## config.mk

```make
export PLATFORM = sky130hd
export DESIGN_NAME = ser_addsub_cla
export DESIGN_NICKNAME = d
export VERILOG_FILES = /design/src/rtl/addsub_pkg.sv /design/src/rtl/cla_digit4.sv /design/src/rtl/ser_addsub_cla.sv
export SDC_FILE = /design/constraint.sdc
export NUM_CORES = 1
export LEC_CHECK = 0
export BUFFER_PORTS_ARGS = -buffer_cell sky130_fd_sc_hd__buf_2
export CORE_ASPECT_RATIO = 0.5
export CORE_UTILIZATION = 60
export CTS_CLUSTER_DIAMETER = 100
export DETAILED_ROUTE_END_ITERATION = 7
export PLACE_DENSITY = 0.86
export SYNTH_ARGS = -nofsm -noshare
export SYNTH_HDL_FRONTEND = slang
export SYNTH_SLANG_ARGS = --single-unit
```

## constraint.sdc

```tcl
create_clock -name clk -period 6.4 [get_ports clk]
set_input_delay 0.64 -clock clk [delete_from_list [all_inputs] [get_ports clk]]
set_output_delay 0.64 -clock clk [all_outputs]
set_load 0.01 [all_outputs]
```

## src/rtl/addsub_pkg.sv

```systemverilog
// =============================================================================
// addsub_pkg : shared digit size, FSM encoding and digit-count helper
// Revision   : 1.0
// =============================================================================
`timescale 1ns/1ps
`default_nettype none

package addsub_pkg;

  localparam int DIGIT = 4;

  typedef enum logic [1:0] {
    IDLE = 2'd0,
    RUN  = 2'd1,
    DONE = 2'd2
  } state_e;

  function automatic int num_digits(input int width);
    return width / DIGIT;
  endfunction

endpackage

`default_nettype wire

```

## src/rtl/cla_digit4.sv

```systemverilog
// =============================================================================
// cla_digit4 : combinational 4-bit carry-lookahead digit adder
// Revision   : 1.0
// =============================================================================
`timescale 1ns/1ps
`default_nettype none

module cla_digit4 (
  input  logic [3:0] a,
  input  logic [3:0] b,
  input  logic       cin,
  output logic [3:0] s,
  output logic       c4,
  output logic       c3
);

  logic [3:0] g;
  logic [3:0] p;
  logic       c1;
  logic       c2;

  assign g = a & b;
  assign p = a ^ b;

  // Every carry is a flat sum of products so the digit stays two gate levels deep.
  assign c1 = g[0] | (p[0] & cin);
  assign c2 = g[1] | (p[1] & g[0]) | (p[1] & p[0] & cin);
  assign c3 = g[2] | (p[2] & g[1]) | (p[2] & p[1] & g[0]) | (p[2] & p[1] & p[0] & cin);
  assign c4 = g[3] | (p[3] & g[2]) | (p[3] & p[2] & g[1]) | (p[3] & p[2] & p[1] & g[0])
            | (&p & cin);

  assign s = p ^ {c3, c2, c1, cin};

endmodule

`default_nettype wire

```

## src/rtl/ser_addsub_cla.sv

```systemverilog
// =============================================================================
// ser_addsub_cla : digit-serial add/sub, one 4-bit lookahead digit per cycle
// Revision       : 1.0
// =============================================================================
`timescale 1ns/1ps
`default_nettype none

module ser_addsub_cla
  import addsub_pkg::*;
#(
  parameter int WIDTH = 32
) (
  input  logic             clk,
  input  logic             reset,
  input  logic             start,
  input  logic             sub,
  input  logic [WIDTH-1:0] a,
  input  logic [WIDTH-1:0] b,
  output logic             ready,
  output logic             done,
  output logic [WIDTH-1:0] sum,
  output logic             cout,
  output logic             ovf,
  output logic             zero
);

  localparam int            D          = num_digits(WIDTH);
  localparam int            CW         = $clog2(D);
  localparam logic [CW-1:0] LAST_DIGIT = CW'(D - 1);

  state_e           state_q, state_d;
  logic [WIDTH-1:0] a_q, a_d;
  logic [WIDTH-1:0] b_q, b_d;
  logic [WIDTH-1:0] sum_q, sum_d;
  logic [CW-1:0]    cnt_q, cnt_d;
  logic             carry_q, carry_d;
  logic             c3_q, c3_d;
  logic             fin_q, fin_d;
  logic             cout_q, cout_d;
  logic             ovf_q, ovf_d;
  logic             zero_q, zero_d;

  logic [DIGIT-1:0] dig_a;
  logic [DIGIT-1:0] dig_b;
  logic [DIGIT-1:0] dig_s;
  logic             dig_c4;
  logic             dig_c3;

  assign dig_a = a_q[cnt_q*DIGIT +: DIGIT];
  assign dig_b = b_q[cnt_q*DIGIT +: DIGIT];

  cla_digit4 u_digit (
    .a   (dig_a),
    .b   (dig_b),
    .cin (carry_q),
    .s   (dig_s),
    .c4  (dig_c4),
    .c3  (dig_c3)
  );

  always_comb begin
    state_d = state_q;
    a_d     = a_q;
    b_d     = b_q;
    sum_d   = sum_q;
    cnt_d   = cnt_q;
    carry_d = carry_q;
    c3_d    = c3_q;
    fin_d   = fin_q;
    cout_d  = cout_q;
    ovf_d   = ovf_q;
    zero_d  = zero_q;

    case (state_q)
      IDLE: begin
        if (start) begin
          // Subtraction is a + ~b + 1: invert B here and seed the carry with sub.
          a_d     = a;
          b_d     = sub ? ~b : b;
          carry_d = sub;
          cnt_d   = '0;
          fin_d   = 1'b0;
          state_d = RUN;
        end
      end

      RUN: begin
        if (fin_q) begin
          // Flags come from registered state so the wide zero test stays off the digit path.
          cout_d  = carry_q;
          ovf_d   = carry_q ^ c3_q;
          zero_d  = (sum_q == '0);
          fin_d   = 1'b0;
          state_d = DONE;
        end else begin
          sum_d[cnt_q*DIGIT +: DIGIT] = dig_s;
          carry_d = dig_c4;
          if (cnt_q == LAST_DIGIT) begin
            c3_d  = dig_c3;
            fin_d = 1'b1;
          end else begin
            cnt_d = cnt_q + CW'(1);
          end
        end
      end

      DONE: begin
        state_d = IDLE;
      end

      default: begin
        state_d = IDLE;
      end
    endcase
  end

  always_ff @(posedge clk or posedge reset) begin
    if (reset) begin
      state_q <= IDLE;
      a_q     <= '0;
      b_q     <= '0;
      sum_q   <= '0;
      cnt_q   <= '0;
      carry_q <= 1'b0;
      c3_q    <= 1'b0;
      fin_q   <= 1'b0;
      cout_q  <= 1'b0;
      ovf_q   <= 1'b0;
      zero_q  <= 1'b1;
    end else begin
      state_q <= state_d;
      a_q     <= a_d;
      b_q     <= b_d;
      sum_q   <= sum_d;
      cnt_q   <= cnt_d;
      carry_q <= carry_d;
      c3_q    <= c3_d;
      fin_q   <= fin_d;
      cout_q  <= cout_d;
      ovf_q   <= ovf_d;
      zero_q  <= zero_d;
    end
  end

  assign ready = (state_q == IDLE);
  assign done  = (state_q == DONE);
  assign sum   = sum_q;
  assign cout  = cout_q;
  assign ovf   = ovf_q;
  assign zero  = zero_q;

endmodule

`default_nettype wire

```

== Yosys cells after proc, flatten, opt, wreduce, memory -nomap -nowiden ==
Index checks and enable logic that the tools add are counted.
W data, S select, Z words.
Word-level totals
  flip-flop bits (word level): 107
  logic and storage cells: 83
  output and inout bits: 37
Cells by class
  mux-type cells: 16
  shifts and indexed selects: 4
  equal/unequal tests: 7
  add/subtract/negate cells: 2
  bitwise gates (word level): 31
  reduce and logical (&&, ||, !) cells: 12
Operator list (number)
  $shiftx A32 B6 Y4: 2
  $neg A5 Y34: 1
  $shift A4 B34 Y32 const A: 1
  $shiftx A4 B34 Y32: 1
  $bwmux W32: 1
  $logic_not A32 Y1: 1
  $mux W32: 1
  $not A32 Y32: 1
  $and A1 B1 Y1: 15
  $or A1 B1 Y1: 10
  $reduce_and A2 Y1: 5
  $mux W3: 3
  $ne A2 B2 Y1 const B: 4
  $reduce_and A4 Y1: 2
  $xor A4 B4 Y4: 2
  $pmux W3 S2: 1
  $reduce_and A3 Y1: 2
  $mux W1: 5
  $and A4 B4 Y4: 1
  $mux W2: 2
  $pmux W1 S2: 2
  $pmux W2 S2: 1
  $add A3 B1 Y3 const B: 1
  $eq A3 B3 Y1 const B: 1
  6 further kinds: 6

== Depth between registers and ports, before layout ==
Gate-level depths: netlist of the first run.
  word-level depth: 9
  depth in mapped cells: 10
  mapped depth without buffers: 7

== By module ==
From an unflattened synthesis of the first run, not the netlist that was laid out.
Second synthesis, totals
  cell total of the unflattened synthesis: 510
  area total of the unflattened synthesis: 5282.6 sq um
Modules (own cells, without submodules)
  ser_addsub_cla: cells an instance 492, area an instance 5127.4 sq um, sequential area each 2678.8 sq um, times used 1
  cla_digit4: cells an instance 18, area an instance 155.1 sq um, sequential area each 0.0 sq um, times used 1

== Worst setup path after synthesis of the first run ==
No wires, ideal clock.
  path kind: reg2reg
  start: reg cnt_q[1]
  end: reg sum_q[31] (netlist: sum[31])
  data required time: 6.247 ns
  setup time: 0.153 ns
  arrival time: 2.961 ns
  cell stages (with the launch flop): 10
  clock period less this slack: 3.114 ns
  buffers on the path: 2
  path slack: 3.286 ns
  cells stage by stage: dfrtp_1 clkbuf_1 buf_1 mux4_2 nand2_1 nand2_1 ha_1 a211o_1 a211oi_1 o32ai_1
Between the ends
  longest elaborated chain between the ends: 9
  elaborated cells on any way between the ends: 24
RTL lines
  start: declaration: RTL line ser_addsub_cla.sv:35  | logic [CW-1:0] cnt_q, cnt_d;
  start signal: assignment: RTL line ser_addsub_cla.sv:135  | cnt_q <= cnt_d;
  $shiftx A32 B6 Y4, on equally long branches: RTL line ser_addsub_cla.sv:49, ser_addsub_cla.sv:50
  $xor A4 B4 Y4 / $and A4 B4 Y4 (equally long branches): RTL line cla_digit4.sv:23, cla_digit4.sv:22
  $and A1 B1 Y1: RTL line cla_digit4.sv:28  | assign c3 = g[2] | (p[2] & g[1]) | (p[2] & p[1] & g[0]) | (p[2] & p[1] & p[0] & cin);
  $or A1 B1 Y1 / $and A1 B1 Y1 (equally long branches) (2 in series): RTL line cla_digit4.sv:28
  $or A1 B1 Y1: RTL line cla_digit4.sv:28
  $xor A4 B4 Y4: RTL line cla_digit4.sv:32  | assign s = p ^ {c3, c2, c1, cin};
  $shiftx A4 B34 Y32: RTL line ser_addsub_cla.sv:96  | sum_d[cnt_q*DIGIT +: DIGIT] = dig_s;
  $bwmux W32 *: RTL line ser_addsub_cla.sv:96
  end signal: assignment: RTL line ser_addsub_cla.sv:134  | sum_q <= sum_d;
  end: declaration: RTL line ser_addsub_cla.sv:34  | logic [WIDTH-1:0] sum_q, sum_d;
Every way passes the cells marked *; elsewhere a longest branch is shown, timed or not.
A chain may end at the register's enable or synchronous reset.

== Worst setup path in the final report of the first run ==
  start: reg cnt_q[0]
  end: reg sum_q[31] (netlist: sum[31])
The elaborated chain is that of the path after synthesis.

==> metrics.txt, run 1 <==
# TYPE chip_impl_metric gauge
chip_impl_info{name="rsz0062_at_grt",value="false"} 1
chip_impl_metric{name="setup_violators_final",unit=""} 0
chip_impl_metric{name="final_period_minus_worst_setup_slack",unit="ps"} 3710
chip_impl_metric{name="netlist_area",unit="mm^2"} 0.00536
chip_impl_metric{name="wl_per_cell",unit="um"} 17.7
chip_impl_metric{name="ctsHoldBuffers",unit=""} 0
chip_impl_metric{name="fin_setup_tns",unit="ps"} 0
chip_impl_metric{name="placement.io_buffers",unit=""} 104
chip_impl_info{name="synth.area.top_cells",value="sky130_fd_sc_hd__dfrtp_1 49%, sky130_fd_sc_hd__mux2_1 9.9%, sky130_fd_sc_hd__mux4_2 6.7%, sky130_fd_sc_hd__xnor2_1 5.4%, sky130_fd_sc_hd__nand2_1 4.7%"} 1
chip_impl_metric{name="core",unit="mm^2"} 0.00832
chip_impl_metric{name="post_drt_via_cell_ratio",unit=""} 5.98
chip_impl_metric{name="start_util",unit=""} 0.645
chip_impl_info{name="crit_start",value="cnt_q[0]"} 1
chip_impl_info{name="yosys_top_cell_by_area",value="sky130_fd_sc_hd__dfrtp_1"} 1
chip_impl_metric{name="synth_sequential_area_ratio",unit=""} 0.500
chip_impl_info{name="cp-end-kind",value="flip-flop"} 1
chip_impl_metric{name="max_stage_delay_on_crit_path",unit="ps"} 850
chip_impl_metric{name="antenna-diode-count",unit=""} 0
chip_impl_metric{name="nets",unit=""} 634
chip_impl_metric{name="post_cts.repair.setup_buffers",unit=""} 0
chip_impl_metric{name="synth_top_area_share",unit=""} 0.495
chip_impl_info{name="worstSetupPathType",value="reg2reg"} 1
chip_impl_metric{name="drt_pass1_iterations",unit=""} 7
chip_impl_metric{name="syn_area_per_cell",unit="um^2"} 11.6
chip_impl_metric{name="die_area",unit="mm^2"} 0.00934
chip_impl_info{name="synth-main-ff-cell",value="sky130_fd_sc_hd__dfrtp_1"} 1
chip_impl_metric{name="drt_iter0_drc",unit=""} 436
chip_impl_metric{name="asyncSetResetFlopFracSynth",unit=""} 1.00
chip_impl_metric{name="worst_slew_margin_rel",unit=""} 0.264
chip_impl_metric{name="worstSkewPairLatency",unit="ps"} 350
chip_impl_metric{name="achievable-frequency",unit="MHz"} 270
chip_impl_metric{name="layout_stage_area_growth_over_the_synthesis_result",unit="%"} 16.3
chip_impl_metric{name="synth.net_count",unit=""} 544
chip_impl_metric{name="die_height",unit="um"} 68.8
chip_impl_metric{name="antenna_found_initial",unit=""} 0
chip_impl_info{name="r2r-end",value="sum[31]"} 1
chip_impl_metric{name="worstSetupPathDepth",unit=""} 8
chip_impl_metric{name="grt_first_pass_wirelength",unit="mm"} 19.8
chip_impl_info{name="yosysMostFrequentCell",value="sky130_fd_sc_hd__dfrtp_1"} 1
chip_impl_metric{name="route.final.wire_length",unit="mm"} 11.9
chip_impl_metric{name="fillerInstances",unit=""} 572
chip_impl_metric{name="timing.max_cap.violations",unit=""} 0
chip_impl_metric{name="postSynthRegisterBits",unit=""} 107
chip_impl_metric{name="cts_num_sinks",unit=""} 107
chip_impl_metric{name="post_route_cells_drive_above_1_share",unit=""} 0.266
chip_impl_metric{name="synth-warning-count",unit=""} 0
chip_impl_info{name="cp-start-kind",value="flip-flop"} 1
chip_impl_metric{name="setup.reg_to_reg.worst_slack",unit="ps"} 2690
chip_impl_metric{name="drc",unit=""} 0
chip_impl_info{name="critical-path-slowest-cell",value="sky130_fd_sc_hd__a211oi_1"} 1
chip_impl_metric{name="r2r.worst_path.cells",unit=""} 8
chip_impl_info{name="outcome",value="finished, final reports clean"} 1
chip_impl_info{name="hp-class",value="in2async"} 1
chip_impl_metric{name="peakVddDrop",unit="V"} 0.000316
chip_impl_metric{name="buf_inv_on_cp",unit=""} 1
chip_impl_metric{name="worst_ep_arrival_time",unit="ps"} 3900
chip_impl_metric{name="cells_after_synth",unit=""} 463
chip_impl_metric{name="num_cts_buffers",unit=""} 9
chip_impl_info{name="rr_startpoint",value="cnt_q[0]"} 1
chip_impl_metric{name="clk_transition_reported_paths",unit="ps"} 70
chip_impl_metric{name="power.leakage",unit="nW"} 2.92
chip_impl_info{name="cts-root-buf",value="sky130_fd_sc_hd__clkbuf_16"} 1
chip_impl_metric{name="route.antenna.remaining_nets",unit=""} 0
chip_impl_metric{name="timing.critical_path.required",unit="ps"} 6590
chip_impl_metric{name="tightest_slew",unit="ps"} 1100
chip_impl_metric{name="grtUsageTotal",unit=""} 0.287
chip_impl_metric{name="timing.final.max_slew_violations",unit=""} 0
chip_impl_metric{name="synth_edf_count",unit=""} 0
chip_impl_metric{name="power_per_cell_area",unit="mW/mm^2"} 566
chip_impl_metric{name="cts_h_tree_depth",unit=""} 3
chip_impl_metric{name="cts-root-to-sink-buffers",unit=""} 2
chip_impl_info{name="tritoncts",value="yes"} 1
chip_impl_metric{name="hpwl",unit="mm"} 8.39
chip_impl_metric{name="cts_repair_resize_count",unit=""} 0
chip_impl_info{name="cp_cell_sequence",value="buf_4, mux4_2, nand2_1, nand2_1, ha_1, a211o_1, a211oi_1, o32ai_1"} 1
chip_impl_metric{name="grt-ovfl-total",unit=""} 0
chip_impl_info{name="crit_top_cell",value="sky130_fd_sc_hd__nand2_1"} 1
chip_impl_metric{name="num_io_pins",unit=""} 105
chip_impl_info{name="timing.critical_path.max_delay_family",value="compound AO/OA/AOI/OAI gates"} 1
chip_impl_metric{name="die_width",unit="um"} 136
chip_impl_metric{name="grt_start_max_net_pins",unit=""} 98
chip_impl_metric{name="vias",unit=""} 3998
chip_impl_metric{name="gpl.final_weighted_congestion",unit=""} 0.847
chip_impl_info{name="timing.critical_path.to",value="sum[31]"} 1
chip_impl_metric{name="yosysUniqueCellTypes",unit=""} 51
chip_impl_metric{name="final_setup_skew",unit="ps"} 4.68
chip_impl_metric{name="fin_crit_sh",unit=""} 0.579
chip_impl_metric{name="floorplan.rows",unit=""} 23
chip_impl_metric{name="hold_viol",unit=""} 0
chip_impl_metric{name="utilization",unit=""} 0.750
chip_impl_metric{name="grt_pass1_vias",unit=""} 3881
chip_impl_info{name="synth_common_cells",value="106 x sky130_fd_sc_hd__dfrtp_1, 67 x sky130_fd_sc_hd__nand2_1, 47 x sky130_fd_sc_hd__mux2_1"} 1
chip_impl_metric{name="cp_max_fo",unit=""} 19
worst min-delay path by stage:
stage	startpoint	to	slack, ps	depth (start not counted)
finish	reset	sum[31]	290	2
global route	reset	sum[31]	320	2
CTS	reset	sum[31]	300	2
detailed placement	zero	zero	460	2
global placement	zero	zero	460	2
floorplan	b_q[10]	b_q[10]	450	2
stage by stage:
stage	total power, mW	hold slack [ps]	setup slack (ps)	cells	area, um^2
after floorplan	2.42	450	2940	463	5360
after global placement	2.85	459	2730	654	5940
after detailed placement	2.94	463	2710	654	5940
after CTS	3.52	304	2690	669	6230
after global routing	3.78	323	2320	669	6230
final	3.53	291	2690	669	6230
per-layer routing:
layer	GRT usage	vias up	share of wire
li1	-	1851	-
met1	0.391	1972	0.45
met2	0.471	153	0.48
met3	0.0636	22	0.063
met4	0.0885	0	0.015
met5	0	-	0
worst register-to-register path: stages, from the launching register on:
cell and delay [ps]:
sky130_fd_sc_hd__dfrtp_1 700, sky130_fd_sc_hd__buf_4 380, sky130_fd_sc_hd__mux4_2 540, sky130_fd_sc_hd__nand2_1 100
sky130_fd_sc_hd__nand2_1 120, sky130_fd_sc_hd__ha_1 350, sky130_fd_sc_hd__a211o_1 320, sky130_fd_sc_hd__a211oi_1 850
sky130_fd_sc_hd__o32ai_1 200
sequential cells by signal (all words and copies together), names as in the netlist:
signal	count
state_q	2
fin_q	1
sum	32
carry_q	1
zero	1
b_q	32
cout	1
a_q	32
cnt_q	3
ovf	1
c3_q	1
layout make-up:
type / count / area [um^2] / area share
multi-input cells: 319 / 2540 / 0.408
clock inverters: 5 / 53.8 / 0.00863
clock buffers: 10 / 239 / 0.0383
flip-flops and latches: 107 / 2680 / 0.430
inverters: 9 / 36.3 / 0.00582
repair buffers: 107 / 543 / 0.0871
well taps: 112 / 140 / 0.0225
cells in the final DEF, fill, tap and decap left out, types with 3 or more instances in the layout:
cell type,count
sky130_fd_sc_hd__mux4_2,16
sky130_fd_sc_hd__dfrtp_1,106
sky130_fd_sc_hd__or3_1,3
sky130_fd_sc_hd__clkbuf_16,9
sky130_fd_sc_hd__o21ai_0,6
sky130_fd_sc_hd__and2_1,7
sky130_fd_sc_hd__nor3_1,4
sky130_fd_sc_hd__buf_2,104
sky130_fd_sc_hd__nor4_1,8
sky130_fd_sc_hd__nand2_1,67
sky130_fd_sc_hd__nor3b_1,3
sky130_fd_sc_hd__nand4bb_1,3
sky130_fd_sc_hd__o31ai_1,26
sky130_fd_sc_hd__nor2_1,3
sky130_fd_sc_hd__xnor2_1,33
sky130_fd_sc_hd__a21oi_1,4
sky130_fd_sc_hd__nand4_1,5
sky130_fd_sc_hd__buf_4,3
sky130_fd_sc_hd__inv_1,6
sky130_fd_sc_hd__nand3_1,5
sky130_fd_sc_hd__mux2_1,47
sky130_fd_sc_hd__o21ai_1,35
sky130_fd_sc_hd__clkinv_2,3
sky130_fd_sc_hd__ha_1,12
kinds of logic after synthesis:
family	share of synthesized area
buffers and inverters	0.0264
adders and majority gates	0.0317
and+or+nand+nor	0.118
xor gates and xnor gates	0.0556
muxes	0.170
DFF	0.500
AOI/OAI and AO/OA	0.0985
power by group:
| part | internal, mW | switching (mW) | total, mW | leakage, nW |
|---|---|---|---|---|
| registers | 0.979 | 0.263 | 1.24 | 1.34 |
| clock network | 0.310 | 0.238 | 0.548 | 0.148 |
| logic | 0.729 | 1.01 | 1.74 | 1.44 |
| total | 2.02 | 1.51 | 3.53 | 2.92 |
(Power assumes the default switching activity.)
==> run 2, diff against run 1 <==
--- a/config.mk
+++ b/config.mk
@@ -7,10 +7,10 @@
 export LEC_CHECK = 0
 export BUFFER_PORTS_ARGS = -buffer_cell sky130_fd_sc_hd__buf_2
 export CORE_ASPECT_RATIO = 0.5
-export CORE_UTILIZATION = 60
+export CORE_UTILIZATION = 50
 export CTS_CLUSTER_DIAMETER = 100
 export DETAILED_ROUTE_END_ITERATION = 7
-export PLACE_DENSITY = 0.86
+export PLACE_DENSITY = 0.76
 export SYNTH_ARGS = -nofsm -noshare
 export SYNTH_HDL_FRONTEND = slang
 export SYNTH_SLANG_ARGS = --single-unit
==> constraint.sdc (replaced) <==
create_clock -name clk -period 3.4 [get_ports clk]
set_input_delay 0.34 -clock clk [delete_from_list [all_inputs] [get_ports clk]]
set_output_delay 0.34 -clock clk [all_outputs]
set_load 0.01 [all_outputs]
==> run 2 against run 1 <==
Clock power increased by 76%. Critical path type unchanged. Fmax increased by 23%. Via count decreased by 1.4%. Final area grew 1.1%. Flip-flop and latch count did not move. First-iteration DRC count is 41% lower. Count of clock-buffer cells in the layout did not move. Total power increased by 88%. Combinational power grew 94%. Final cell count is 4.9% higher. Wire length increased by 1.1%.
==> metrics.txt, run 2 (synthesized netlist as in run 1, its figures left out) <==
# TYPE chip_impl_metric gauge
chip_impl_info{name="outcome",value="finished, final reports clean"} 1
chip_impl_metric{name="power.leakage",unit="nW"} 2.93
chip_impl_metric{name="worst_slew_margin_rel",unit=""} 0.301
chip_impl_info{name="hp-class",value="in2async"} 1
chip_impl_metric{name="layout_stage_area_growth_over_the_synthesis_result",unit="%"} 17.6
chip_impl_metric{name="totalPowerFinal",unit="mW"} 6.63
chip_impl_info{name="cp-start-kind",value="flip-flop"} 1
chip_impl_metric{name="cts-root-to-sink-buffers",unit=""} 2
chip_impl_metric{name="buf_inv_on_cp",unit=""} 1
chip_impl_metric{name="worstSkewPairLatency",unit="ps"} 350
chip_impl_metric{name="cts_num_sinks",unit=""} 107
chip_impl_metric{name="power_per_cell_area",unit="mW/mm^2"} 1050
chip_impl_metric{name="grt_start_max_net_pins",unit=""} 72
chip_impl_metric{name="core",unit="mm^2"} 0.0103
chip_impl_metric{name="drt_pass1_iterations",unit=""} 4
chip_impl_metric{name="timing.max_cap.violations",unit=""} 0
chip_impl_metric{name="placement.io_buffers",unit=""} 104
chip_impl_info{name="crit_top_cell",value="sky130_fd_sc_hd__nand2_1"} 1
chip_impl_metric{name="setup.reg_to_reg.worst_slack",unit="ps"} 390
chip_impl_metric{name="grt_pass1_vias",unit=""} 3909
chip_impl_metric{name="post_drt_via_cell_ratio",unit=""} 5.61
chip_impl_metric{name="grtUsageTotal",unit=""} 0.233
chip_impl_metric{name="final_period_minus_worst_setup_slack",unit="ps"} 3010
chip_impl_metric{name="route.antenna.remaining_nets",unit=""} 0
chip_impl_metric{name="final_setup_skew",unit="ps"} 5.04
chip_impl_metric{name="die_area",unit="mm^2"} 0.0112
chip_impl_metric{name="timing.critical_path.required",unit="ps"} 3590
chip_impl_metric{name="placedInstanceArea",unit="mm^2"} 0.00603
chip_impl_metric{name="route.final.wire_length",unit="mm"} 12.0
chip_impl_info{name="tritoncts",value="yes"} 1
chip_impl_info{name="rsz0062_at_grt",value="false"} 1
chip_impl_metric{name="num_io_pins",unit=""} 105
chip_impl_metric{name="drc",unit=""} 0
chip_impl_metric{name="die_width",unit="um"} 148
chip_impl_metric{name="fillerInstances",unit=""} 872
chip_impl_metric{name="drt_iter0_drc",unit=""} 259
chip_impl_metric{name="fin_setup_tns",unit="ps"} 0
chip_impl_metric{name="ctsHoldBuffers",unit=""} 0
chip_impl_metric{name="achievable-frequency",unit="MHz"} 332
chip_impl_metric{name="post_cts.repair.setup_buffers",unit=""} 0
chip_impl_metric{name="finish.instance_area",unit="mm^2"} 0.00630
chip_impl_metric{name="max_stage_delay_on_crit_path",unit="ps"} 860
chip_impl_info{name="worstSetupPathType",value="reg2reg"} 1
chip_impl_metric{name="peakVddDrop",unit="V"} 0.000646
chip_impl_metric{name="clk_transition_reported_paths",unit="ps"} 70
chip_impl_info{name="timing.critical_path.max_delay_family",value="simple AND/OR/NAND/NOR gates"} 1
chip_impl_metric{name="num_cts_buffers",unit=""} 9
chip_impl_metric{name="antenna_found_initial",unit=""} 0
chip_impl_info{name="cts-root-buf",value="sky130_fd_sc_hd__clkbuf_16"} 1
chip_impl_metric{name="gpl.final_weighted_congestion",unit=""} 0.843
chip_impl_metric{name="hold_viol",unit=""} 0
chip_impl_metric{name="cts_h_tree_depth",unit=""} 3
chip_impl_metric{name="grt-ovfl-total",unit=""} 0
chip_impl_info{name="leading_cell_type_in_the_layout_fill_and_taps_excluded",value="sky130_fd_sc_hd__dfrtp_1"} 1
chip_impl_info{name="cp_cell_sequence",value="buf_12, mux4_2, nand2_1, nand2_1, ha_1, a211oi_1, nor3b_1, o31ai_1"} 1
chip_impl_metric{name="timing.final.max_slew_violations",unit=""} 0
chip_impl_metric{name="wl_per_cell",unit="um"} 17.1
chip_impl_metric{name="start_util",unit=""} 0.520
chip_impl_metric{name="setup_violators_final",unit=""} 0
chip_impl_metric{name="cp_max_fo",unit=""} 29
chip_impl_metric{name="hpwl",unit="mm"} 8.98
chip_impl_metric{name="nets",unit=""} 638
chip_impl_metric{name="fin_crit_sh",unit=""} 0.886
chip_impl_metric{name="antenna-diode-count",unit=""} 0
chip_impl_metric{name="worst_ep_arrival_time",unit="ps"} 3200
chip_impl_metric{name="vias",unit=""} 3941
chip_impl_metric{name="tightest_slew",unit="ps"} 1050
chip_impl_info{name="cp-end-kind",value="flip-flop"} 1
chip_impl_metric{name="floorplan.rows",unit=""} 26
chip_impl_metric{name="cts_repair_resize_count",unit=""} 0
chip_impl_metric{name="post_route_cells_drive_above_1_share",unit=""} 0.270
chip_impl_metric{name="grt_first_pass_wirelength",unit="mm"} 19.7
chip_impl_info{name="critical-path-slowest-cell",value="sky130_fd_sc_hd__nor3b_1"} 1
chip_impl_info{name="most-common-layout-cells",value="106 x sky130_fd_sc_hd__dfrtp_1, 104 x sky130_fd_sc_hd__buf_2, 67 x sky130_fd_sc_hd__nand2_1"} 1
chip_impl_metric{name="die_height",unit="um"} 75.2
[run 2: final cells by class]
type,count,area [um^2],share of cell area
clock buffer,10,229,0.0363
sequential,107,2680,0.425
multi-input combinational,319,2540,0.403
inverter,9,36.3,0.00576
tap,140,175,0.0278
timing repair buffer,111,598,0.0949
clock inverter,6,41.3,0.00655
[run 2: stage by stage]
step | instances | utilization | hold slack [ps] | setup WS, ps
6_report | 702 | 0.611 | 180 | 389
3_5_place_dp | 686 | 0.585 | 468 | 421
2_1_floorplan | 463 | - | 450 | 244
5_1_grt | 702 | 0.611 | 200 | 138
4_1_cts | 702 | 0.611 | 195 | 383
3_3_place_gp | 686 | 0.585 | 461 | 547
[run 2: worst paths after layout]
path / cells past startpoint / end / from
setup / recovery: 8 / sum[6] / cnt_q[0]
hold / removal: 2 / sum[17] / reset
setup reg to reg: 8 / sum[6] / cnt_q[0]
hold reg to reg: 2 / zero / zero
max in group asynchronous: 3 / b_q[0] / reset
min in group clk: 2 / a_q[9] / a[9]
[run 2: metal layers]
layer  routed length, um  GRT usage  share of wire  vias to the layer above
li1                    -          -              -                     1852
met3                 586     0.0455          0.049                       19
met5                   0          0              0                        -
met1                5780      0.326           0.48                     1961
met2                5470      0.376           0.46                      109
met4                 162     0.0653          0.013                        0
[run 2: power breakdown]
group | total [mW] | leakage [nW] | switching (mW) | internal [mW]
Combinational | 3.38 | 1.47 | 1.95 | 1.44
Clock | 0.964 | 0.125 | 0.467 | 0.497
Sequential | 2.28 | 1.34 | 0.438 | 1.85
